### src/rtl/ahb_lite_master.sv
// AHB-Lite initiator: turns word-burst commands (addr, dir, length) into
// pipelined AHB address/data phases, honouring wait states, the two-cycle
// ERROR response and the 1KB INCR boundary.
module ahb_lite_master #(
  parameter int         MAX_LEN   = 16,
  parameter logic [3:0] HPROT_VAL = 4'b0011
) (
  input  logic        Hclk,
  input  logic        HRESETn,
  input  logic        cmd_valid,
  output logic        cmd_ready,
  input  logic [31:0] cmd_addr,
  input  logic        cmd_write,
  input  logic [4:0]  cmd_len,
  input  logic        wdata_valid,
  input  logic [31:0] wdata,
  output logic        wdata_ready,
  output logic        rdata_valid,
  output logic [31:0] rdata,
  output logic        done,
  output logic        err,
  output logic [31:0] Haddr,
  output logic        Hwrite,
  output logic [2:0]  Hsize,
  output logic [2:0]  Hburst,
  output logic [3:0]  Hprot,
  output logic [1:0]  Htrans,
  output logic        Hmastlock,
  output logic [31:0] Hwdata,
  input  logic        Hready,
  input  logic        Hresp,
  input  logic [31:0] Hrdata
);

  localparam logic [1:0] ST_IDLE  = 2'd0;
  localparam logic [1:0] ST_BURST = 2'd1;
  localparam logic [1:0] ST_DRAIN = 2'd2;
  localparam logic [1:0] ST_ERR   = 2'd3;

  localparam logic [1:0] TR_IDLE   = 2'b00;
  localparam logic [1:0] TR_BUSY   = 2'b01;
  localparam logic [1:0] TR_NONSEQ = 2'b10;
  localparam logic [1:0] TR_SEQ    = 2'b11;

  localparam logic [2:0] HB_SINGLE = 3'b000;
  localparam logic [2:0] HB_INCR   = 3'b001;

  logic [1:0]  state;
  logic [4:0]  remaining;   // beats not yet placed on the bus as NONSEQ/SEQ
  logic [31:0] nextAddr;    // address of the next beat to issue
  logic        firstBeat;   // no beat of this command issued yet
  logic        dataPend;    // a real transfer is in its data phase this cycle
  logic        dataWrite;
  logic [31:0] wbuf;        // write data of the issued-but-unaccepted beat

  logic [4:0]  lenEff;
  logic        advance;
  logic        errStart;
  logic        curWrite;
  logic [31:0] curAddr;
  logic [4:0]  curLeft;
  logic        curFirst;
  logic        issueSlot;
  logic        issue;
  logic [1:0]  issueTrans;

  assign Hsize     = 3'b010;
  assign Hprot     = HPROT_VAL;
  assign Hmastlock = 1'b0;

  // The bus moves on when the pending data phase completes or none is pending;
  // the first ERROR cycle is the only case that overrides the address pipeline.
  assign advance  = Hready || !dataPend;
  assign errStart = dataPend && Hresp && !Hready;

  // Length 0 means one beat; anything above MAX_LEN is clamped.
  always_comb begin
    lenEff = cmd_len;
    if (cmd_len == 5'd0)
      lenEff = 5'd1;
    else if (cmd_len > 5'(MAX_LEN))
      lenEff = 5'(MAX_LEN);
  end

  // Decide whether this edge launches a beat; in IDLE the candidate beat comes
  // straight from the command, in BURST from the saved burst progress.
  always_comb begin
    curWrite  = Hwrite;
    curAddr   = nextAddr;
    curLeft   = remaining;
    curFirst  = firstBeat;
    issueSlot = (state == ST_BURST) && advance && !errStart;
    if (state == ST_IDLE) begin
      curWrite  = cmd_write;
      curAddr   = cmd_addr & 32'hFFFF_FFFC;
      curLeft   = lenEff;
      curFirst  = 1'b1;
      issueSlot = cmd_valid;
    end
    issue      = issueSlot && (curLeft != 5'd0) && (!curWrite || wdata_valid);
    issueTrans = (curFirst || (curAddr[9:0] == 10'd0)) ? TR_NONSEQ : TR_SEQ;
  end

  assign cmd_ready   = (state == ST_IDLE);
  assign wdata_ready = issue && curWrite;
  assign rdata_valid = dataPend && !dataWrite && Hready && !Hresp;
  assign rdata       = rdata_valid ? Hrdata : 32'd0;
  assign done        = ((state == ST_DRAIN) || (state == ST_ERR)) && Hready;
  assign err         = (state == ST_ERR) && Hready;

  // Command sequencing, address-phase issue and data-phase tracking.
  always_ff @(posedge Hclk or negedge HRESETn) begin
    if (!HRESETn) begin
      state     <= ST_IDLE;
      Haddr     <= 32'd0;
      Htrans    <= TR_IDLE;
      Hwrite    <= 1'b0;
      Hburst    <= HB_SINGLE;
      Hwdata    <= 32'd0;
      wbuf      <= 32'd0;
      nextAddr  <= 32'd0;
      remaining <= 5'd0;
      firstBeat <= 1'b0;
      dataPend  <= 1'b0;
      dataWrite <= 1'b0;
    end else if (state == ST_ERR) begin
      if (Hready) begin
        dataPend <= 1'b0;
        state    <= ST_IDLE;
      end
    end else if (errStart) begin
      Htrans    <= TR_IDLE;
      remaining <= 5'd0;
      state     <= ST_ERR;
    end else begin
      if (advance) begin
        dataPend  <= Htrans[1];
        dataWrite <= Hwrite;
        if (Htrans[1] && Hwrite)
          Hwdata <= wbuf;
      end
      case (state)
        ST_IDLE: begin
          if (cmd_valid) begin
            Hwrite <= cmd_write;
            Hburst <= (lenEff == 5'd1) ? HB_SINGLE : HB_INCR;
            state  <= ST_BURST;
          end
        end
        ST_BURST: begin
          if (advance && Htrans[1] && (remaining == 5'd0)) begin
            Htrans <= TR_IDLE;
            state  <= ST_DRAIN;
          end
        end
        ST_DRAIN: begin
          if (Hready)
            state <= ST_IDLE;
        end
        default: begin
        end
      endcase
      if (issue) begin
        Htrans    <= issueTrans;
        Haddr     <= curAddr;
        nextAddr  <= curAddr + 32'd4;
        remaining <= curLeft - 5'd1;
        firstBeat <= 1'b0;
        if (curWrite)
          wbuf <= wdata;
      end else if (issueSlot && (curLeft != 5'd0)) begin
        Htrans    <= curFirst ? TR_IDLE : TR_BUSY;
        nextAddr  <= curAddr;
        remaining <= curLeft;
        firstBeat <= curFirst;
      end
    end
  end

endmodule
### config.mk
export PLATFORM = sky130hd
export DESIGN_NAME = ahb_lite_master
export DESIGN_NICKNAME = d
export VERILOG_FILES = /design/src/rtl/ahb_lite_master.sv
export SDC_FILE = /design/constraint.sdc
export NUM_CORES = 1
export LEC_CHECK = 0
export CORE_MARGIN = 3
export CORE_UTILIZATION = 45
export CTS_BUF_LIST = sky130_fd_sc_hd__clkbuf_8
export DETAILED_ROUTE_END_ITERATION = 12
export HOLD_SLACK_MARGIN = 0.05
export MAX_ROUTING_LAYER = met4
export PLACE_DENSITY = 0.79
export REMOVE_ABC_BUFFERS = 1
export SLEW_MARGIN = 20
export SYNTH_ARGS = -nofsm -noshare
export SYNTH_HDL_FRONTEND = slang
export SYNTH_SLANG_ARGS = --single-unit
### constraint.sdc
create_clock -name Hclk -period 4.1 [get_ports Hclk]
set_input_delay 1.23 -clock Hclk [delete_from_list [all_inputs] [get_ports Hclk]]
set_output_delay 1.23 -clock Hclk [all_outputs]
set_load 0.05 [all_outputs]
# == After elaboration in Yosys (flattened, before gate mapping) ==
# Cells that the tools add are included.
# word_totals
regBits,144
latch_bits,0
ramBits,0
rom_bits,0
in_bits,108
out_inout_bits,115
elab_cells,104
mem_count,0
# op_classes
addsub,2
multipliers,0
n_div,0
magnitude_cmp,1
n_eq_ne,8
shifts,0
muxes,33
bitwise_logic,2
n_reduce_logical,46
# ops
op,count
$mux 32,4
$add 32x3->32 const B,1
$mux 5,6
$mux 2,10
$reduce_and 3->1,6
$logic_and 1x1->1,15
$mux 1,12
$reduce_and 4->1,3
$logic_not 10->1,1
$logic_not 5->1,2
$reduce_bool 5->1,2
$ne 4x2->1 const B,2
$reduce_bool 4->1,2
$logic_not 1->1,6
$pmux 2 s3,1
$eq 5x1->1 const B,1
$gt 5x5->1 const B,1
$sub 5x1->5 const B,1
$eq 2x2->1 const B,2
$logic_or 1x1->1,4
$reduce_bool 2->1,2
$reduce_bool 3->1,1
$eq 2x1->1 const B,1
$logic_not 2->1,1
4 further kinds,5

# == Longest topological paths before layout ==
# depth
depth_word,9
depth_mapped,17
depth_no_buf,11

# == Least setup slack after synthesis ==
# OpenSTA, ideal clock, no wires.
# synth_timing
path_type,register to output
from,reg state[1]
to,out wdata_ready
arrival_ns,3.429
required_ns,2.870
path_slack_ns,-0.559
path_stages_with_launch,14
path_cell_list,dfrtp_1 inv_1 ha_1 buf_6 buf_6 buf_6 buf_2 clkbuf_1 nand2_1 a2bb2oi_1 ha_1 o21ai_1 nand3_2 nor2_1
# synth_rtl
element,line_no,source
"start, declared",48,logic [1:0] state;
"start signal, assigned",114,state <= ST_IDLE;
"start signal, assigned",129,state <= ST_IDLE;
"start signal, assigned",134,state <= ST_ERR;
$logic_not 2->1 (*),-,
via cmd_ready,11,"output logic cmd_ready,"
$mux 5 or $mux 1 (tied branches),93,if (state == ST_IDLE) begin
$reduce_bool 5->1 or $logic_not 1->1 (tied branches),100,issue = issueSlot && (curLeft != 5'd0) && (!curWrite || wdata_valid);
$logic_and 1x1->1 or $logic_or 1x1->1 (tied branches),100,
$logic_and 1x1->1,100,
$logic_and 1x1->1 (*),105,assign wdata_ready = issue && curWrite;
"end, declared",17,"output logic wdata_ready,"
# The timed path passes the listed nets; every way through them passes the cells marked *.

# == Worst setup path after layout ==
# layout_timing
from,in cmd_len[2]
to,out wdata_ready
# layout_between
elab_chain_cells,8
# layout_rtl
element,line_no,source
"start, declared",14,"input logic [4:0] cmd_len,"
$gt 5x5->1,81,else if (cmd_len > 5'(MAX_LEN))
$mux 5,81,
$mux 5 (*),79,if (cmd_len == 5'd0)
$mux 5 (*),93,
$reduce_bool 5->1 (*),100,
$logic_and 1x1->1 (*) (2 in series),100,
$logic_and 1x1->1 (*),105,
# Every way passes the cells marked *; elsewhere a longest branch is shown, timed or not.

==> results by group <==
Floorplanning
  • Core area: 16900 um^2
  • Die X-Extent: 138 um
  • Core Rows: 47
  • Die area: 19100 um^2
  • DIE HEIGHT: 138 um
  • Io pins: 223
  • Initial Utilization: 0.467

Power
  • Overall Power: 9100 uW
  • VDD IR max: 0.000577 V
  • Pleak: 0.00460 uW
  • PD cells: 806 nW/um^2

Final layout
  • Commonest non-fill, non-tap cell in the layout: clkdlybuf4s50_1
  • Most frequent cells in the layout: 170 x clkdlybuf4s50_1, 142 x dfrtp_1, 90 x nand2_1
  • Layout cell share with drive strength beyond 1: 0.226
  • Nets: 1110
  • Area grow syn2layout: 43.4%
  • Antenna diodes: 0
  • Layout Utilization: 0.669

Logic synthesis
  • FFs w/ async S/R, synth: 1.00
  • Synth top area share: 0.451
  • Mapped cell area: 7870 um^2
  • Largest area contributor in the netlist: dfrtp_1
  • Post-synth cell types: 71
  • Xor/xnor cell area share of the yosys netlist: 0.0323
  • Yosys warns: 0
  • Compound-Gate Fraction of Synth Area: 0.117
  • Sequential share of the synthesized area: 0.451
  • Synth Area in Adders: 0.0127
  • Number of synthesized flops with an enable pin: 0
  • Seq cells post-synth: 142
  • Mapped Cells: 764
  • Top_reg_cell synth: dfrtp_1
  • Post-Synth Simple-Gate Area: 0.203
  • Top post-synthesis cells by area: dfrtp_1 45%, mux2_2 9.6%, nand2_1 4.3%
  • Syn avg cell area: 10.3 um^2
  • Multiplexer area fraction after synthesis: 0.138
  • Largest family of logic cells by synthesized area: simple AND/OR/NAND/NOR gates

Timing
  • Worst Slack Setup Final: 0.0951 ns
  • Fmax: 250 MHz
  • Unrepaired setup endpoints after global routing: false
  • Fin. Hold Viols: 0
  • Final Cycle Share: 0.977
  • Final Setup Violations: 0
  • Slew Viols, Final: 0
  • Fin crit period: 4.00 ns
  • Worst-margin pin slew: 0.755 ns
  • Clock Skew: 0.0125 ns
  • Slew margin rel.: 0.497

Worst setup path
  • Crit Path Max Fanout: 2
  • Buf/Inv on CP: 2
  • Crit-path cells: clkdlybuf4s15_1, or3_4, a211oi_4, a21oi_2, ha_2, o21ai_2, nand3_2, nor2_4, buf_12
  • RR Endpoint: nextAddr[13]$_DFFE_PN0P_
  • Reg-to-reg slack, setup: 0.44 ns
  • Crit path launch type: input pin
  • CP Class: input pin to primary output
  • R2R depth: 17
  • CP top delay family: simple AND/OR/NAND/NOR gates
  • Crit. End Element: primary output
  • Critical path launch point: cmd_len[2]
  • Crit path max-delay cell type: or3_4
  • Critical Path Max Stage Delay: 0.36 ns
  • Setup crit end: wdata_ready
  • Req. time, crit path: 2.87 ns
  • Arrival time at the worst endpoint: 2.77 ns
  • Worst reg2reg path startpoint: state[1]$_DFFE_PN0P_
  • Worst path depth: 9

Global routing
  • Largest net degree at the start of global routing: 88
  • GR Util All Layers: 0.241
  • Initial antenna violation count: 0
  • Wire length of the first global-routing pass: 36300 um
  • Vias in the first global route: 6701
  • Gr ovfl total: 0

Clock network
  • CTS Buf Count: 17
  • Bufs on Longest Clock Path: 2
  • CTS HTree Levels: 4
  • Clk Latency, worst-skew pair: 0.44 ns
  • Root buffer cell: clkbuf_8
  • CTS tree: built
  • Sink Count: 142
  • Reg clk slew, reported paths: 0.09 ns

Placed design
  • I/O Buffers: 210
  • Detailed Place HPWL: 16800 um
  • GPL Wtd Cong: 0.899
  • Placement Setup Slack: -0.380 ns

Drt
  • Drt total wl: 23100 um
  • DRC: 0
  • Wire length per cell: 18.8 um
  • Via/cell ratio: 5.56
  • DRT Pass-1 Iters: 7
  • Routed vias: 6825
  • Post-DRT Antenna Nets: 0
  • Initial DRC count: 446

Worst hold path
  • Hold wc startpoint: firstBeat$_DFFE_PN0P_
  • Worst hold path class: register to register

Run
  • Max-cap viol count: 0

Outcome
  • Outcome: complete, no violations
-- stage by stage --
stage	instances	setup TNS [ns]	instance area, um^2	hold slack (ns)
after floorplan	715	-376.08	7600	0.436
after global placement	1184	-1.32	10700	0.452
after detailed placement	1184	-1.44	10700	0.461
after CTS	1224	0	11200	0.472
after global routing	1227	0	11300	0.482
final	1227	0	11300	0.470
-- routing by layer --
metal / wire length, um / global-route usage
met2: 11400 / 0.399
met5: 0 / -
met3: 1390 / 0.0459
met4: 649 / 0.0759
met1: 9650 / 0.301
-- cell usage after synthesis, types with 6 or more instances --
library cell / count
nand3_1: 18
or3_1: 13
o211ai_1: 11
nor3_2: 7
mux2_2: 67
nand4_1: 10
a31oi_1: 9
clkbuf_1: 27
nand2_1: 90
buf_2: 11
nor4_1: 6
and2_1: 40
buf_4: 10
nor3_1: 13
dfrtp_1: 142
inv_1: 12
xnor2_1: 22
o21ai_0: 43
a21oi_1: 20
nor2_1: 29
xor2_1: 7
mux2i_1: 31
ha_1: 8
a221o_1: 11
nor2b_1: 14
-- layout make-up --
class	instances	area, um^2
clock buffer	17	234
clock inverter	15	163
fill	1291	5590
inverter	12	45.0
multi-input combinational	561	4110
sequential	142	3550
tap	220	275
timing repair buffer	260	2910
-- sequential cells by signal, indices dropped and copies added (netlist names) --
signal / count
Haddr: 32
dataPend: 1
dataWrite: 1
Hwrite: 1
Hwdata: 32
Hburst: 1
firstBeat: 1
remaining: 5
wbuf: 32
state: 2
nextAddr: 32
Htrans: 2
-- where the power goes --
part / internal (uW) / leakage, uW / switching, uW / total [uW]
combinational: 2210 / 0.00272 / 3330 / 5530
sequential: 2030 / 0.00168 / 409 / 2440
clock: 513 / 0.000203 / 618 / 1130
-- repair_timing --
action / in CTS / in global routing
buffers inserted: 8 / 4
endpoints found under the setup margin: 1 / 23
pin swaps: 4 / 7
cloned: 0 / 2
hold buffers: 0 / 0
resized for setup: 10 / 15
-- cells by family (layout without fill, tap and decap cells) --
| family | Yosys count | count (layout) |
|---|---|---|
| flops | 142 | 142 |
| buf+inv | 69 | 304 |
| xor+xnor | 29 | 29 |
| simple gates | 279 | 279 |
| compound gates | 136 | 136 |
| fa+ha+maj | 8 | 8 |
| mux | 99 | 99 |
| other cells | 2 | 10 |
-- worst min-delay path by stage --
| stage | to | slack (ns) | cells after the start |
|---|---|---|---|
| floorplan | Htrans[0]$_DFFE_PN0P_ | 0.44 | 1 |
| global placement | Htrans[0]$_DFFE_PN0P_ | 0.45 | 1 |
| detailed placement | Htrans[0]$_DFFE_PN0P_ | 0.46 | 1 |
| CTS | Htrans[0]$_DFFE_PN0P_ | 0.47 | 1 |
| global route | Htrans[0]$_DFFE_PN0P_ | 0.48 | 1 |
| finish | Htrans[0]$_DFFE_PN0P_ | 0.47 | 1 |
Power figures use the tool's default switching activity.
